==> src/rtl/subcarrier_burst_scheduler.sv <==
// -----------------------------------------------------------------------------
// subcarrier_burst_scheduler
//
// Sequences the colour subcarrier NCO for composite / S-video encoding.
// Owns the NCO phase increment. Frequency and PAL-alternation changes are
// taken through a one-deep pending slot and applied only at frame start, so
// the NCO always restarts at phase 0 with the new frequency. Also produces the
// per-line colour-burst gate and the PAL V-switch (line_flip).
//
// Ports
//   clk            system clock (74.25 MHz)
//   rst_n          asynchronous active-low reset
//   enable         scheduler run enable
//   hsync_start    one-cycle pulse at line start
//   vsync_start    one-cycle pulse at frame start
//   cfg_valid      new configuration offered
//   cfg_ready      pending slot free (registered)
//   cfg_phase_inc  requested NCO increment
//   cfg_pal_alt    requested PAL line alternation enable
//   phase_inc      NCO phase increment (registered)
//   nco_rst        one-cycle NCO restart pulse at frame start (registered)
//   burst_gate     colour-burst window (registered)
//   line_flip      PAL V-switch, 0 = +135 deg, 1 = -135 deg (registered)
//
// Line FSM
//   state      | meaning
//   -----------+-----------------------------------------------------------
//   IDLE       | disabled or no line seen yet; waiting for hsync_start
//   WAIT_BURST | counting from line start up to BURST_START
//   BURST      | burst_gate high, counting to BURST_START+BURST_LEN
//   ACTIVE     | rest of the line; counter parked, waiting for hsync_start
// -----------------------------------------------------------------------------
module subcarrier_burst_scheduler #(
    parameter int unsigned BURST_START     = 393,
    parameter int unsigned BURST_LEN       = 187,
    parameter logic [31:0] PHASE_INC_RESET = 32'd207078536
) (
    input  logic        clk,
    input  logic        rst_n,
    input  logic        enable,
    input  logic        hsync_start,
    input  logic        vsync_start,
    input  logic        cfg_valid,
    output logic        cfg_ready,
    input  logic [31:0] cfg_phase_inc,
    input  logic        cfg_pal_alt,
    output logic [31:0] phase_inc,
    output logic        nco_rst,
    output logic        burst_gate,
    output logic        line_flip
);

    // The line counter holds "cycles since the hsync edge", so the burst
    // starts when it equals BURST_START and ends when it equals the sum.
    localparam logic [15:0] BURST_START_C = 16'(BURST_START);
    localparam logic [15:0] BURST_END_C   = 16'(BURST_START + BURST_LEN);

    typedef enum logic [1:0] {
        IDLE       = 2'd0,
        WAIT_BURST = 2'd1,
        BURST      = 2'd2,
        ACTIVE     = 2'd3
    } state_t;

    state_t      state_q,          state_d;
    logic [15:0] cnt_q,            cnt_d;
    logic [31:0] phase_inc_q,      phase_inc_d;
    logic        pal_alt_q,        pal_alt_d;
    logic        nco_rst_q,        nco_rst_d;
    logic        burst_gate_q,     burst_gate_d;
    logic        line_flip_q,      line_flip_d;
    logic        cfg_ready_q,      cfg_ready_d;
    logic        pend_valid_q,     pend_valid_d;
    logic [31:0] pend_phase_inc_q, pend_phase_inc_d;
    logic        pend_pal_alt_q,   pend_pal_alt_d;

    logic cfg_xfer;
    logic frame_evt;
    logic line_evt;

    always_comb begin
        cfg_xfer  = cfg_valid && cfg_ready_q;
        frame_evt = enable && vsync_start;
        line_evt  = enable && hsync_start;

        state_d          = state_q;
        cnt_d            = cnt_q;
        phase_inc_d      = phase_inc_q;
        pal_alt_d        = pal_alt_q;
        burst_gate_d     = burst_gate_q;
        line_flip_d      = line_flip_q;
        pend_valid_d     = pend_valid_q;
        pend_phase_inc_d = pend_phase_inc_q;
        pend_pal_alt_d   = pend_pal_alt_q;

        // Frame boundary: commit the pending config together with the NCO
        // restart so the new frequency starts from phase 0.
        nco_rst_d = frame_evt;
        if (frame_evt && pend_valid_q) begin
            phase_inc_d  = pend_phase_inc_q;
            pal_alt_d    = pend_pal_alt_q;
            pend_valid_d = 1'b0;
        end

        // A transfer only happens while the slot is empty, so it can never
        // collide with the commit above; a config taken in a vsync cycle
        // therefore waits for the next frame.
        if (cfg_xfer) begin
            pend_valid_d     = 1'b1;
            pend_phase_inc_d = cfg_phase_inc;
            pend_pal_alt_d   = cfg_pal_alt;
        end
        cfg_ready_d = !pend_valid_d;

        // Toggle uses the pal_alt in force for the current frame; a vsync in
        // the same cycle wins and starts the frame on the +135 deg line.
        if (frame_evt) begin
            line_flip_d = 1'b0;
        end else if (line_evt) begin
            line_flip_d = pal_alt_q ? !line_flip_q : 1'b0;
        end

        if (!enable) begin
            state_d      = IDLE;
            burst_gate_d = 1'b0;
        end else if (hsync_start) begin
            // Restart the line from any state, including mid-burst.
            state_d      = WAIT_BURST;
            cnt_d        = 16'd1;
            burst_gate_d = 1'b0;
        end else begin
            case (state_q)
                IDLE: begin
                end
                WAIT_BURST: begin
                    cnt_d = cnt_q + 16'd1;
                    if (cnt_q == BURST_START_C) begin
                        state_d      = BURST;
                        burst_gate_d = 1'b1;
                    end
                end
                BURST: begin
                    if (cnt_q == BURST_END_C) begin
                        state_d      = ACTIVE;
                        burst_gate_d = 1'b0;
                    end else begin
                        cnt_d = cnt_q + 16'd1;
                    end
                end
                ACTIVE: begin
                end
                default: begin
                    state_d      = IDLE;
                    burst_gate_d = 1'b0;
                end
            endcase
        end
    end

    always_ff @(posedge clk or negedge rst_n) begin
        if (!rst_n) begin
            state_q          <= IDLE;
            cnt_q            <= 16'd0;
            phase_inc_q      <= PHASE_INC_RESET;
            pal_alt_q        <= 1'b0;
            nco_rst_q        <= 1'b0;
            burst_gate_q     <= 1'b0;
            line_flip_q      <= 1'b0;
            cfg_ready_q      <= 1'b1;
            pend_valid_q     <= 1'b0;
            pend_phase_inc_q <= 32'd0;
            pend_pal_alt_q   <= 1'b0;
        end else begin
            state_q          <= state_d;
            cnt_q            <= cnt_d;
            phase_inc_q      <= phase_inc_d;
            pal_alt_q        <= pal_alt_d;
            nco_rst_q        <= nco_rst_d;
            burst_gate_q     <= burst_gate_d;
            line_flip_q      <= line_flip_d;
            cfg_ready_q      <= cfg_ready_d;
            pend_valid_q     <= pend_valid_d;
            pend_phase_inc_q <= pend_phase_inc_d;
            pend_pal_alt_q   <= pend_pal_alt_d;
        end
    end

    assign cfg_ready  = cfg_ready_q;
    assign phase_inc  = phase_inc_q;
    assign nco_rst    = nco_rst_q;
    assign burst_gate = burst_gate_q;
    assign line_flip  = line_flip_q;

endmodule

==> config.mk <==
export PLATFORM = sky130hd
export DESIGN_NAME = subcarrier_burst_scheduler
export DESIGN_NICKNAME = d
export VERILOG_FILES = /design/src/rtl/subcarrier_burst_scheduler.sv
export SDC_FILE = /design/constraint.sdc
export NUM_CORES = 1
export LEC_CHECK = 0
export ABC_AREA = 1
export ABC_CLOCK_PERIOD_IN_PS = 1600
export BUFFER_PORTS_ARGS = -buffer_cell sky130_fd_sc_hd__buf_2
export CAP_MARGIN = 20
export CORE_ASPECT_RATIO = 1.75
export CORE_UTILIZATION = 55
export CTS_CLUSTER_SIZE = 14
export DETAILED_ROUTE_END_ITERATION = 6
export PLACE_DENSITY = 0.79
export SYNTH_ARGS = -nofsm -noshare
export SYNTH_HDL_FRONTEND = slang
export SYNTH_SLANG_ARGS = --single-unit
==> constraint.sdc <==
create_clock -name clk -period 1.6 [get_ports clk]
set_input_delay 0.32 -clock clk [delete_from_list [all_inputs] [get_ports clk]]
set_output_delay 0.32 -clock clk [all_outputs]
set_load 0.01 [all_outputs]
Word level (Yosys, flattened, before mapping)
Cells that the tools add are included.
Word-level totals
  flip-flop bits (word level): 89
  latch bits: 0
  RAM bits: 0
  bits in read-only memories: 0
  word-level logic and storage cells: 48
  memories kept: 0
Cells by class
  add/subtract/negate cells: 1
  multiply operators: 0
  divide/modulo/power cells: 0
  magnitude comparators: 0
  equal/unequal tests: 8
  shift-type cells: 0
  muxes and demuxes: 18
  bitwise gates (word level): 0
  reduce and logical (&&, ||, !) cells: 10
Operators with widths (number)
  $mux 16: 2
  $pmux 16 s2: 1
  $add 16x1->16 const B: 1
  $eq 16x10->1 const B: 1
  $eq 16x9->1 const B: 1
  $mux 1: 9
  $mux 2: 4
  $ne 4x4->1 const B: 2
  $reduce_and 3->1: 2
  $logic_and 1x1->1: 4
  $ne 4x1->1 const B: 1
  $pmux 2 s2: 1
  $ne 3x3->1 const B: 1
  $reduce_bool 3->1: 1
  $eq 2x1->1 const B: 1
  $eq 2x2->1 const B: 1
  $logic_not 1->1: 2
  $pmux 1 s2: 1
  $reduce_bool 2->1: 1

Longest topological paths before layout
Gate-level depths: netlist of the first run.
  depth in word-level cells: 5
  mapped depth: 13

Worst setup path after synthesis of the first run
OpenSTA, ideal clock, no wires.
  path kind: flip-flop to flip-flop
  from: register cnt_q[0]
  to: register cnt_q[6]
  data arrival time: 1373 ps
  slack: 109 ps
  cell stages (with the launch flop): 14
  buffers on the path: 1
  cells stage by stage: dfrtp_1 inv_1 ha_1 inv_1 nor2_1 nand2_1 nor2_2 nand2_2 nand2_4 nand2_4 nand2_8 buf_12 nand2_1 o21ai_2
Between the ends
  word-level cells in the longest chain between the ends: 4
  elaborated cells between the ends (all ways): 7
  those cells by class: add/sub: 1; eq/ne: 2; mux: 3; reduce/logical: 1
Ends and longest elaborated chain
  from (decl): line 66  | logic [15:0] cnt_q, cnt_d;
  from (signal assigned): line 175  | cnt_q <= cnt_d;
  $add 16x1->16: line 136, 147
  $mux 16: line 143  | if (cnt_q == BURST_END_C) begin
  $pmux 16 s2: line 132  | case (state_q)
  $mux 16: line 126  | end else if (hsync_start) begin
Parallel ways exist; a longest one is shown, timed or not. The select of a mux whose other input is x is not followed.
A chain may end at the register's enable or synchronous reset.

Final worst setup path of the first run
  from: register cnt_q[0]
  to: register burst_gate_q (netlist: burst_gate)
Between the ends
  word-level cells in the longest chain between the ends: 3
  elaborated cells between the ends (all ways): 5
  those cells by class: eq/ne: 4; reduce/logical: 1
Ends and longest elaborated chain
  $eq 16x10->1 or $eq 16x9->1 (tied branches): line 143, 137
  $ne 4x4->1 (no source line)
  $reduce_and 3->1 (no source line) (*)
  to (signal assigned): line 179  | burst_gate_q <= burst_gate_d;
  to (decl): line 70  | logic burst_gate_q, burst_gate_d;
Every way passes the cells marked *; elsewhere a longest branch is shown, timed or not.

==> metrics.csv, run 1 <==
stage,metric,value,unit
run_status,outcome,"finished, final reports clean",
critical_path,start_kind,flop,
die,die_y,115.8,um
sta,slew_viol_final,0,
yosys,netlist_area,4071,um2
global_route,overflow,0,
sta,worst_slack,0.03930,ns
yosys,synth_edf_count,0,
power,peakVddDrop,0.9545,mV
drt,drc,0,
power,internal_power,5.545,mW
critical_path,cp_num_buf_inv,2,
critical_path,worstPathArrival,1.78,ns
power,power_density,1563,nW/um2
run,max_cap_violations,0,
yosys,syn-num-nets,455,
yosys,synth.top_cells.by_area,"dfrtp_1 47%, dfstp_2 8.4%, nand2_1 7.1%",
clock_network,cts_root_buffer,clkbuf_16,
global_route,grt_pass1_vias,2954,
power,p_sw,2.307,mW
clock_network,hold_buffers,0,
sta,tns,0,ns
drt,via_per_inst,5.162,
sta,fmax,640.7,MHz
global_route,grt_max_degree,90,
power,combPwrFrac,27.4,%
cells_and_area,antenna_cells,0,
critical_path,slowest_stage,dfrtp_1,
yosys,synth-async-reset-ratio,100.0,%
yosys,synth.top_cells.by_count,"77 x nand2_1, 76 x dfrtp_1, 48 x nor2_1",
sta,slew_headroom,69.69,%
critical_path,worstPathCellList,buf_4 > buf_4 > ha_1 > nand3_1 > nor2_1 > nand2_1 > nand2_1 > nand3_1 > nand3_1 > nand2_1,
yosys,synth_top_area_share,46.71,%
yosys,synth_area_leader_cell,dfrtp_1,
place,dp_hpwl,5955,um
critical_path,r2r_end,burst_gate,
yosys,synth_most_common_cell,nand2_1,
critical_path,r2r_cells,10,
yosys,ys_warn_count,0,
drt,drt_wl_total,8630,um
drt,first_iter_violations,240,
critical_path,path_class,reg2reg,
power,clkPwrFrac,27.6,%
clock_network,clkLatencyLatePin,0.33,ns
cells_and_area,nNetsFinal,551,
critical_path,reg2reg_from,cnt_q[0],
clock_network,cts_buffers,9,
die,io_pins,75,
clock_network,tritoncts,built,
sta,finalSetupViolCount,0,
power,p_seq_share,45.0,%
drt,vias,3087,
critical_path,critPathMaxFanout,4,
critical_path,r2r_slack,0.04,ns
sta,finalCritPeriodShare,97.54,%
die,initial_core_util,56.69,%
clock_network,cts_max_level,3,
place,place_ws,0.04175,ns
sta,rsz0062_at_grt,true,
yosys,ys_seq_elements,89,
die,die_area,7764,um2
sta,hold_violations,0,
cells_and_area,drive_above_1_share,37.50,%
cells_and_area,syn2layout_area_growth,23.42,%
critical_path,path_delay_family,simple AND/OR/NAND/NOR gates,
yosys,ys_seq_area_share,55.10,%
yosys,synth_ff_type,dfrtp_1,
die,die-width,67.04,um
clock_network,clk_path_buf_depth,2,
clock_network,clkTransAtPathRegs,0.07,ns
critical_path,worstPathRequired,1.82,ns
power,leakage,2.533,nW
critical_path,slowest_delay,0.40,ns
die,rows,41,
critical_path,worstSetupEndpointType,flop,
sta,tightest_slew,0.4546,ns
yosys,synth.avg_cell_area,9.906,um2
place,port_buffers,74,
yosys,synth_cells,411,
power,p_sw_share,29.38,%
worst_hold_path,hold_class,in2async,
place,gp_congestion,0.8885,
clock_network,clock-sinks,89,
drt,dr.pass1.iters,4,
drt,antenna_left,0,
yosys,synth.distinct_cells,28,
sta,min_period,1.561,ns
global_route,grt_pass1_wl,13570,um
drt,wire_per_inst,14.43,um
die,core_area,7182,um2
global_route,grt_antenna_before_repair,0,
sta,skew,0.008968,ns
global_route,grt.total_usage,23.66,%
-- kinds of logic (layout without fill, tap and decap cells) --
kind of cell / Yosys count / count (layout) / synth area share (%)
XOR/XNOR: 7 / 7 / 1.506
AO/OA/AOI/OAI: 54 / 54 / 7.806
AND/OR/NAND/NOR: 172 / 173 / 18.68
multiplexers: 28 / 28 / 8.851
buffers and inverters: 56 / 156 / 6.515
flip-flops: 89 / 89 / 55.10
adder cells (fa/ha/maj): 5 / 5 / 1.537
-- registers in the layout (all words and copies together), names as in the netlist --
| register | flops |
|---|---|
| pend_valid_q | 1 |
| cnt_q | 16 |
| phase_inc | 32 |
| line_flip | 1 |
| pal_alt_q | 1 |
| pend_phase_inc_q | 32 |
| pend_pal_alt_q | 1 |
| burst_gate | 1 |
| state_q | 2 |
| cfg_ready | 1 |
| nco_rst | 1 |
-- layer usage --
metal	part of all wire (%)	global-route usage, %	vias up
met5	0	0	-
met4	1.6	10.21	0
met3	3.2	5.217	9
met2	56	40.73	73
met1	39	27.63	1498
li1	-	-	1507
-- repair_timing --
| item | 4_1_cts | 5_1_grt |
|---|---|---|
| setup buffers | 0 | 4 |
| setup endpoints to repair | 0 | 15 |
| gates resized for setup | 0 | 16 |
-- cell type report --
| class | instances | area (um2) |
|---|---|---|
| inverters | 42 | 157.7 |
| well taps | 86 | 107.6 |
| fillers | 546 | 2157 |
| clock buffers | 12 | 236.5 |
| repair buffers | 98 | 598.1 |
| clock inverters | 4 | 70.07 |
| multi-input cells | 267 | 1610 |
| flip-flops and latches | 89 | 2245 |
-- cells in the final DEF, fill, tap and decap left out, types with 6 or more instances in the layout --
master / n
a21oi_1: 19
buf_2: 73
buf_4: 20
clkbuf_16: 9
dfrtp_1: 75
dfstp_2: 13
inv_1: 36
mux2_2: 16
mux2_4: 12
nand2_1: 72
nand2_2: 12
nand3_1: 25
nand4_1: 6
nor2_1: 47
o21ai_0: 22
o21ai_2: 9
xor2_1: 7
-- per-stage QoR --
stage          std cells  power (mW)  utilization, %  hold slack, ns  instance area [um2]
2_1_floorplan        411       4.776               -         0.02441                 4071
3_3_place_gp         577       5.509           64.53          0.3845                 4634
3_5_place_dp         577       5.635           64.53          0.3953                 4634
4_1_cts              593       7.846           68.80         0.03818                 4941
5_1_grt              598       8.298           69.97         0.03872                 5025
6_report             598       7.852           69.97         0.01156                 5025
-- how the worst max path moves through the flow --
stage	from	endpoint	slack, ns	cells after the start
after CTS	cnt_q[1]	cnt_q[2]	0.02	13
final	cnt_q[0]	burst_gate	0.04	10
after global routing	cnt_q[0]	cnt_q[3]	-0.07	13
after floorplan	cnt_q[0]	cnt_q[6]	0.11	13
after global placement	cnt_q[0]	cnt_q[10]	0.1	13
after detailed placement	cnt_q[1]	cnt_q[6]	0.04	13
-- power by group through the flow --
| stage | logic (mW) | registers, mW | clock network [mW] |
|---|---|---|---|
| after CTS | 2.10 | 3.53 | 2.22 |
| after detailed placement | 2.08 | 3.55 | 0 |
| after global placement | 2.00 | 3.51 | 0 |
| after floorplan | 1.09 | 3.69 | 0 |
| final | 2.15 | 3.53 | 2.17 |
| after global routing | 2.39 | 3.62 | 2.29 |
(Power assumes the default switching activity.)
==> run 2, diff against run 1 <==
--- a/config.mk
+++ b/config.mk
@@ -6,14 +6,14 @@
 export NUM_CORES = 1
 export LEC_CHECK = 0
 export ABC_AREA = 1
-export ABC_CLOCK_PERIOD_IN_PS = 1600
+export ABC_CLOCK_PERIOD_IN_PS = 2000
 export BUFFER_PORTS_ARGS = -buffer_cell sky130_fd_sc_hd__buf_2
 export CAP_MARGIN = 20
 export CORE_ASPECT_RATIO = 1.75
-export CORE_UTILIZATION = 55
+export CORE_UTILIZATION = 34
 export CTS_CLUSTER_SIZE = 14
 export DETAILED_ROUTE_END_ITERATION = 6
-export PLACE_DENSITY = 0.79
+export PLACE_DENSITY = 0.53
 export SYNTH_ARGS = -nofsm -noshare
 export SYNTH_HDL_FRONTEND = slang
 export SYNTH_SLANG_ARGS = --single-unit
==> constraint.sdc (replaced) <==
create_clock -name clk -period 2 [get_ports clk]
set_input_delay 0.4 -clock clk [delete_from_list [all_inputs] [get_ports clk]]
set_output_delay 0.4 -clock clk [all_outputs]
set_load 0.01 [all_outputs]
==> run 2 against run 1 <==
Maximum frequency fell by 7.9%. Combinational power fell by 27%. Wire length fell by 1.0%. Via count fell by 3.4%. Register-to-register slack improved by 0.27 ns. Non-clock buffer count fell by 19. Utilization fell by 28 points. Power fell by 23%. Sequential cell count did not move.
==> metrics.csv, run 2 (same netlist as run 1, synthesis figures left out) <==
stage,metric,value,unit,change
worst_hold_path,hold_class,in2async,,
critical_path,path_delay_family,simple AND/OR/NAND/NOR gates,,
critical_path,slowest_stage,dfrtp_1,,
global_route,grt_pass1_wl,14460,um,+6.6%
die,core_area,11650,um2,+62%
power,leakage,2.417,nW,-4.6%
sta,fmax,590.4,MHz,-7.9%
drt,wire_per_inst,13.63,um,-5.6%
cells_and_area,syn2layout_area_growth,19.67,%,
clock_network,clock-sinks,89,,unchanged
clock_network,clk_path_buf_depth,2,,unchanged
critical_path,critPathMaxFanout,25,,+21
cells_and_area,nNetsFinal,531,,-3.6%
clock_network,tritoncts,built,,
clock_network,clkTransAtPathRegs,0.06,ns,about the same
sta,finalCritPeriodShare,84.69,%,-13 points
sta,tns,0,ns,unchanged
critical_path,slowest_delay,0.45,ns,+0.05 ns
drt,drt_wl_total,8543,um,-1.0%
critical_path,worstPathRequired,2.22,ns,+0.40 ns
cells_and_area,drive_above_1_share,33.13,%,-4.4 points
critical_path,worstPathArrival,1.92,ns,+0.14 ns
global_route,grt.total_usage,14.95,%,-8.7 points
critical_path,r2r_slack,0.31,ns,+0.27 ns
die,die_area,12430,um2,+60%
sta,hold_violations,0,,unchanged
clock_network,hold_buffers,0,,unchanged
drt,antenna_left,0,,unchanged
die,die_y,146.8,um,+27%
drt,first_iter_violations,143,,-40%
critical_path,worstSetupEndpointType,flop,,
drt,drc,0,,unchanged
place,gp_congestion,0.8664,,-2.5%
place,port_buffers,74,,unchanged
cells_and_area,antenna_cells,0,,unchanged
cells_and_area,final_cell_mix,"76 x nand2_1, 76 x dfrtp_1, 73 x buf_2, 48 x nor2_1, 39 x inv_1",,
drt,vias,2981,,-3.4%
clock_network,cts_resized,0,,unchanged
die,die-width,84.72,um,+26%
clock_network,cts_buffers,9,,unchanged
clock_network,cts_max_level,3,,unchanged
die,initial_core_util,34.96,%,-22 points
critical_path,cp_num_buf_inv,3,,+1
drt,via_per_inst,4.754,,-7.9%
place,place_ws,0.3025,ns,+0.2607 ns
critical_path,r2r_end,cnt_q[4],,
power,power_density,1238,nW/um2,-21%
global_route,overflow,0,,unchanged
place,dp_hpwl,6133,um,+3.0%
sta,skew,0.004999,ns,-0.003969 ns
run_status,outcome,"finished, final reports clean",,
sta,tightest_slew,0.4767,ns,+0.02211 ns
global_route,grt_pass1_vias,3022,,+2.3%
cells_and_area,fill_cells,1146,,+110%
sta,min_period,1.694,ns,+0.1332 ns
critical_path,worstPathCellList,inv_1 > ha_1 > inv_1 > nor2_1 > nand2_1 > nor2_2 > nand2_2 > nand2_4 > nand2_4 > nand2_8 > inv_1 > nand2_1 > nand2_1,,
sta,rsz0062_at_grt,false,,
critical_path,path_class,reg2reg,,
run,max_cap_violations,0,,unchanged
critical_path,start_kind,flop,,
global_route,grt_max_degree,54,,-40%
critical_path,reg2reg_from,cnt_q[0],,
clock_network,post_cts_buffers,0,,unchanged
die,io_pins,75,,unchanged
sta,slew_headroom,68.22,%,-1.5 points
clock_network,cts_root_buffer,clkbuf_16,,
die,rows,52,,+27%
sta,finalSetupViolCount,0,,unchanged
global_route,grt_antenna_before_repair,0,,unchanged
power,peakVddDrop,0.5613,mV,-41%
clock_network,clkLatencyLatePin,0.33,ns,about the same
critical_path,r2r_cells,13,,+3
drt,dr.pass1.iters,7,,+3
sta,slew_viol_final,0,,unchanged
sta,worst_slack,0.3061,ns,+0.2668 ns
run 2: layout make-up:
| cell class | count | area, um2 | area share (%) |
|---|---|---|---|
| Clock inverter | 5 | 56.30 | 1.156 |
| Multi-Input combinational cell | 266 | 1565 | 32.13 |
| Timing Repair Buffer | 79 | 447.9 | 9.194 |
| Inverter | 42 | 157.7 | 3.236 |
| Tap cell | 135 | 168.9 | 3.467 |
| Clock buffer | 11 | 232.7 | 4.777 |
| Sequential cell | 89 | 2243 | 46.05 |
run 2: worst max path at each step:
| stage | start | end | slack [ns] | cells after the start |
|---|---|---|---|---|
| finish | cnt_q[0] | cnt_q[4] | 0.31 | 13 |
| CTS | cnt_q[0] | cnt_q[4] | 0.29 | 13 |
| global route | cnt_q[0] | cnt_q[4] | 0.14 | 13 |
| floorplan | cnt_q[0] | cnt_q[6] | 0.51 | 13 |
| detailed placement | cnt_q[0] | cnt_q[4] | 0.30 | 13 |
| global placement | cnt_q[0] | cnt_q[4] | 0.34 | 13 |
run 2: routing by layer:
| layer | global-route usage [%] | wire [um] | up-vias |
|---|---|---|---|
| li1 | - | - | 1463 |
| met5 | 0 | 0 | - |
| met4 | 8.220 | 226 | 0 |
| met1 | 16.25 | 3428 | 1440 |
| met3 | 3.146 | 310 | 14 |
| met2 | 26.75 | 4577 | 64 |
run 2: stage by stage:
step	util, %	cell area, um2	total power [mW]	cells	hold slack (ns)
2_1_floorplan	-	4071	3.821	411	0.1044
3_3_place_gp	39.35	4583	4.411	611	0.3743
3_5_place_dp	39.35	4583	4.458	611	0.3758
4_1_cts	41.84	4872	6.140	627	0.01756
5_1_grt	41.84	4872	6.444	627	0.03319
6_report	41.84	4872	6.031	627	0.001878
run 2: report_power, final:
group | leakage (nW) | switching (mW) | internal, mW
Sequential | 1.06 | 0.332 | 2.50
Combinational | 1.22 | 0.797 | 0.767
Clock | 0.139 | 0.673 | 0.967
==> run 3, diff against run 2 <==
--- a/config.mk
+++ b/config.mk
@@ -6,7 +6,7 @@
 export NUM_CORES = 1
 export LEC_CHECK = 0
 export ABC_AREA = 1
-export ABC_CLOCK_PERIOD_IN_PS = 2000
+export ABC_CLOCK_PERIOD_IN_PS = 1650
 export BUFFER_PORTS_ARGS = -buffer_cell sky130_fd_sc_hd__buf_2
 export CAP_MARGIN = 20
 export CORE_ASPECT_RATIO = 1.75
==> constraint.sdc (replaced) <==
create_clock -name clk -period 1.65 [get_ports clk]
set_input_delay 0.33 -clock clk [delete_from_list [all_inputs] [get_ports clk]]
set_output_delay 0.33 -clock clk [all_outputs]
set_load 0.01 [all_outputs]
==> run 3 against run 2 <==
The run now ends with DRC left. Utilization grew 1.7 points. Setup slack lost 0.19 ns. Combinational power rose by 31%. Final cell count rose by 4.0%. Critical path type unchanged. Critical endpoint is now cnt_q[5].
==> metrics.csv, run 3 (same netlist as run 1, synthesis figures left out) <==
stage,metric,value,unit,change
global_route,grt_pass1_wl,14840,um,+2.6%
clock_network,tritoncts,built,,
global_route,grt_busiest_layer,met2,,
run,max_cap_violations,0,,unchanged
power,peakVddDrop,0.6532,mV,+16%
drt,vias,3051,,+2.3%
run_status,outcome,finished with violations,,
power,p_sw,2.266,mW,+26%
sta,min_period,1.531,ns,-0.1633 ns
drt,via_per_inst,4.679,,-1.6%
critical_path,worstSetupEndpointType,flop,,
cells_and_area,drive_above_1_share,37.33,%,+4.2 points
cells_and_area,final_cell_mix,"76 x nand2_1, 75 x dfrtp_1, 73 x buf_2, 47 x nor2_1, 37 x inv_1",,
die,io_pins,75,,unchanged
global_route,grtUsageMet2,26.75,%,unchanged
global_route,grt_pass1_vias,3127,,+3.5%
sta,skew,0.007103,ns,+0.002104 ns
sta,fmax,653.4,MHz,+11%
power,internal_power,5.063,mW,+20%
place,gp_congestion,0.9139,,+5.5%
die,die_y,146.8,um,unchanged
sta,rsz0062_at_grt,true,,
sta,finalSetupViolCount,0,,unchanged
power,p_sw_share,30.91,%,+1.0 points
drt,wire_per_inst,13.58,um,-0.36%
die,die-width,84.72,um,unchanged
clock_network,cts_root_buffer,clkbuf_16,,
sta,finalCritPeriodShare,92.76,%,+8.1 points
die,rows,52,,unchanged
critical_path,start_kind,flop,,
sta,hold_violations,0,,unchanged
cells_and_area,antenna_cells,0,,unchanged
place,dp_hpwl,6407,um,+4.5%
clock_network,cts_max_level,3,,unchanged
sta,slew_viol_final,0,,unchanged
global_route,grt.total_usage,15.25,%,+0.30 points
critical_path,worstPathArrival,1.79,ns,-0.13 ns
sta,hold_slack,0.2220,ns,+0.2201 ns
global_route,grt_antenna_before_repair,0,,unchanged
clock_network,cts_buffers,9,,unchanged
cells_and_area,final_util,43.53,%,+1.7 points
critical_path,path_class,reg2reg,,
drt,drc,1,,+1
sta,slew_headroom,71.90,%,+3.7 points
critical_path,worstPathRequired,1.91,ns,-0.31 ns
drt,antenna_left,0,,unchanged
cells_and_area,final_common_cell,nand2_1,,
power,p_seq_share,46.5,%,-0.4 points
die,core_area,11650,um2,unchanged
die,die_area,12430,um2,unchanged
power,combPwrFrac,27.8,%,+1.9 points
drt,drt_wl_total,8852,um,+3.6%
clock_network,clkLatencyLatePin,0.34,ns,about the same
power,leakage,2.532,nW,+4.7%
die,initial_core_util,34.96,%,unchanged
critical_path,critPathMaxFanout,8,,-68%
clock_network,clk_path_buf_depth,2,,unchanged
sta,tightest_slew,0.4211,ns,-0.05557 ns
cells_and_area,nNetsFinal,556,,+4.7%
place,port_buffers,74,,unchanged
global_route,grt_max_degree,41,,-24%
drt,dr.pass1.iters,7,,unchanged
run_status,violations,DRC,,
global_route,grt_util_met1,17.38,%,+1.1 points
clock_network,clock-sinks,89,,unchanged
global_route,met3_usage,4.270,%,+1.1 points
power,power_density,1445,nW/um2,+17%
clock_network,clkTransAtPathRegs,0.07,ns,about the same
drt,first_iter_violations,117,,-18%
cells_and_area,syn2layout_area_growth,24.52,%,
power,clkPwrFrac,25.7,%,-1.5 points
global_route,overflow,0,,unchanged
worst_hold_path,hold_class,in2reg,,
==> run 3: cell types whose count changed in the layout (fill, tap and decap cells not counted), moves of 2 or more <==
| cell | before | now |
|---|---|---|
| inv_1 | 39 | 37 |
| inv_6 | 0 | 2 |
| buf_4 | 3 | 25 |
| inv_2 | 2 | 4 |
==> run 3: worst paths after layout <==
path / depth (start not counted) / start / endpoint / slack (ns)
worst max-delay path: 13 / cnt_q[1] / cnt_q[5] / 0.12
worst min-delay path: 2 / cfg_phase_inc[5] / pend_phase_inc_q[5] / 0.22
worst max register to register: 13 / cnt_q[1] / cnt_q[5] / 0.12
worst min register to register: 2 / phase_inc[21] / phase_inc[21] / 0.49
max in group asynchronous: 3 / rst_n / phase_inc[22] / 0.57
min in group asynchronous: 2 / rst_n / cnt_q[8] / 0.47
==> run 3: stage by stage <==
| step | area [um2] | instances | TNS, ns | power (mW) | worst slack [ns] |
|---|---|---|---|---|---|
| after detailed placement | 4761 | 633 | 0 | 5.501 | 0.09908 |
| after floorplan | 4071 | 411 | 0 | 4.631 | 0.1590 |
| final | 5070 | 652 | 0 | 7.328 | 0.1195 |
| after CTS | 5042 | 650 | 0 | 7.422 | 0.07281 |
| after global placement | 4761 | 633 | 0 | 5.410 | 0.1268 |
| after global routing | 5070 | 652 | -0.005529 | 7.806 | -0.005529 |
==> run 3: area by class of cell <==
class | instances | area [um2]
fill | 1119 | 6576
sequential | 89 | 2245
multi-input combinational | 267 | 1584
timing repair buffer | 103 | 643.1
clock buffer | 10 | 229.0
tap | 135 | 168.9
inverter | 42 | 157.7
clock inverter | 6 | 42.54
==> run 3: timing repair <==
action / CTS / global route
setup endpoints to repair: 0 / 8
hold buffers: 1 / 0
resized for setup: 0 / 5
buffers inserted: 0 / 1
hold endpoints to repair: 19 / 0
==> run 3: worst max-delay path: stages, from the launching register on <==
cell     delay, ns
dfrtp_1       0.39
inv_2         0.07
ha_1          0.14
inv_1         0.04
nor2_1        0.07
nand2_1       0.06
nor2_2        0.09
nand2_2       0.07
nand2_4       0.07
nand2_4       0.09
nand2_8       0.11
buf_4         0.14
nand2_2       0.05
o21ai_2       0.05
==> run 3: power groups by stage <==
| stage | clock (mW) | sequential [mW] | combinational, mW |
|---|---|---|---|
| CTS | 1.95 | 3.41 | 2.07 |
| detailed placement | 0 | 3.44 | 2.06 |
| global placement | 0 | 3.42 | 1.99 |
| global route | 2.04 | 3.51 | 2.26 |
| floorplan | 0 | 3.57 | 1.06 |
| finish | 1.88 | 3.41 | 2.04 |
==> run 3: metal layers <==
metal,wire [um],up-vias
li1,-,1524
met1,3741,1443
met2,4516,65
met3,334,19
met4,260,0
met5,0,-
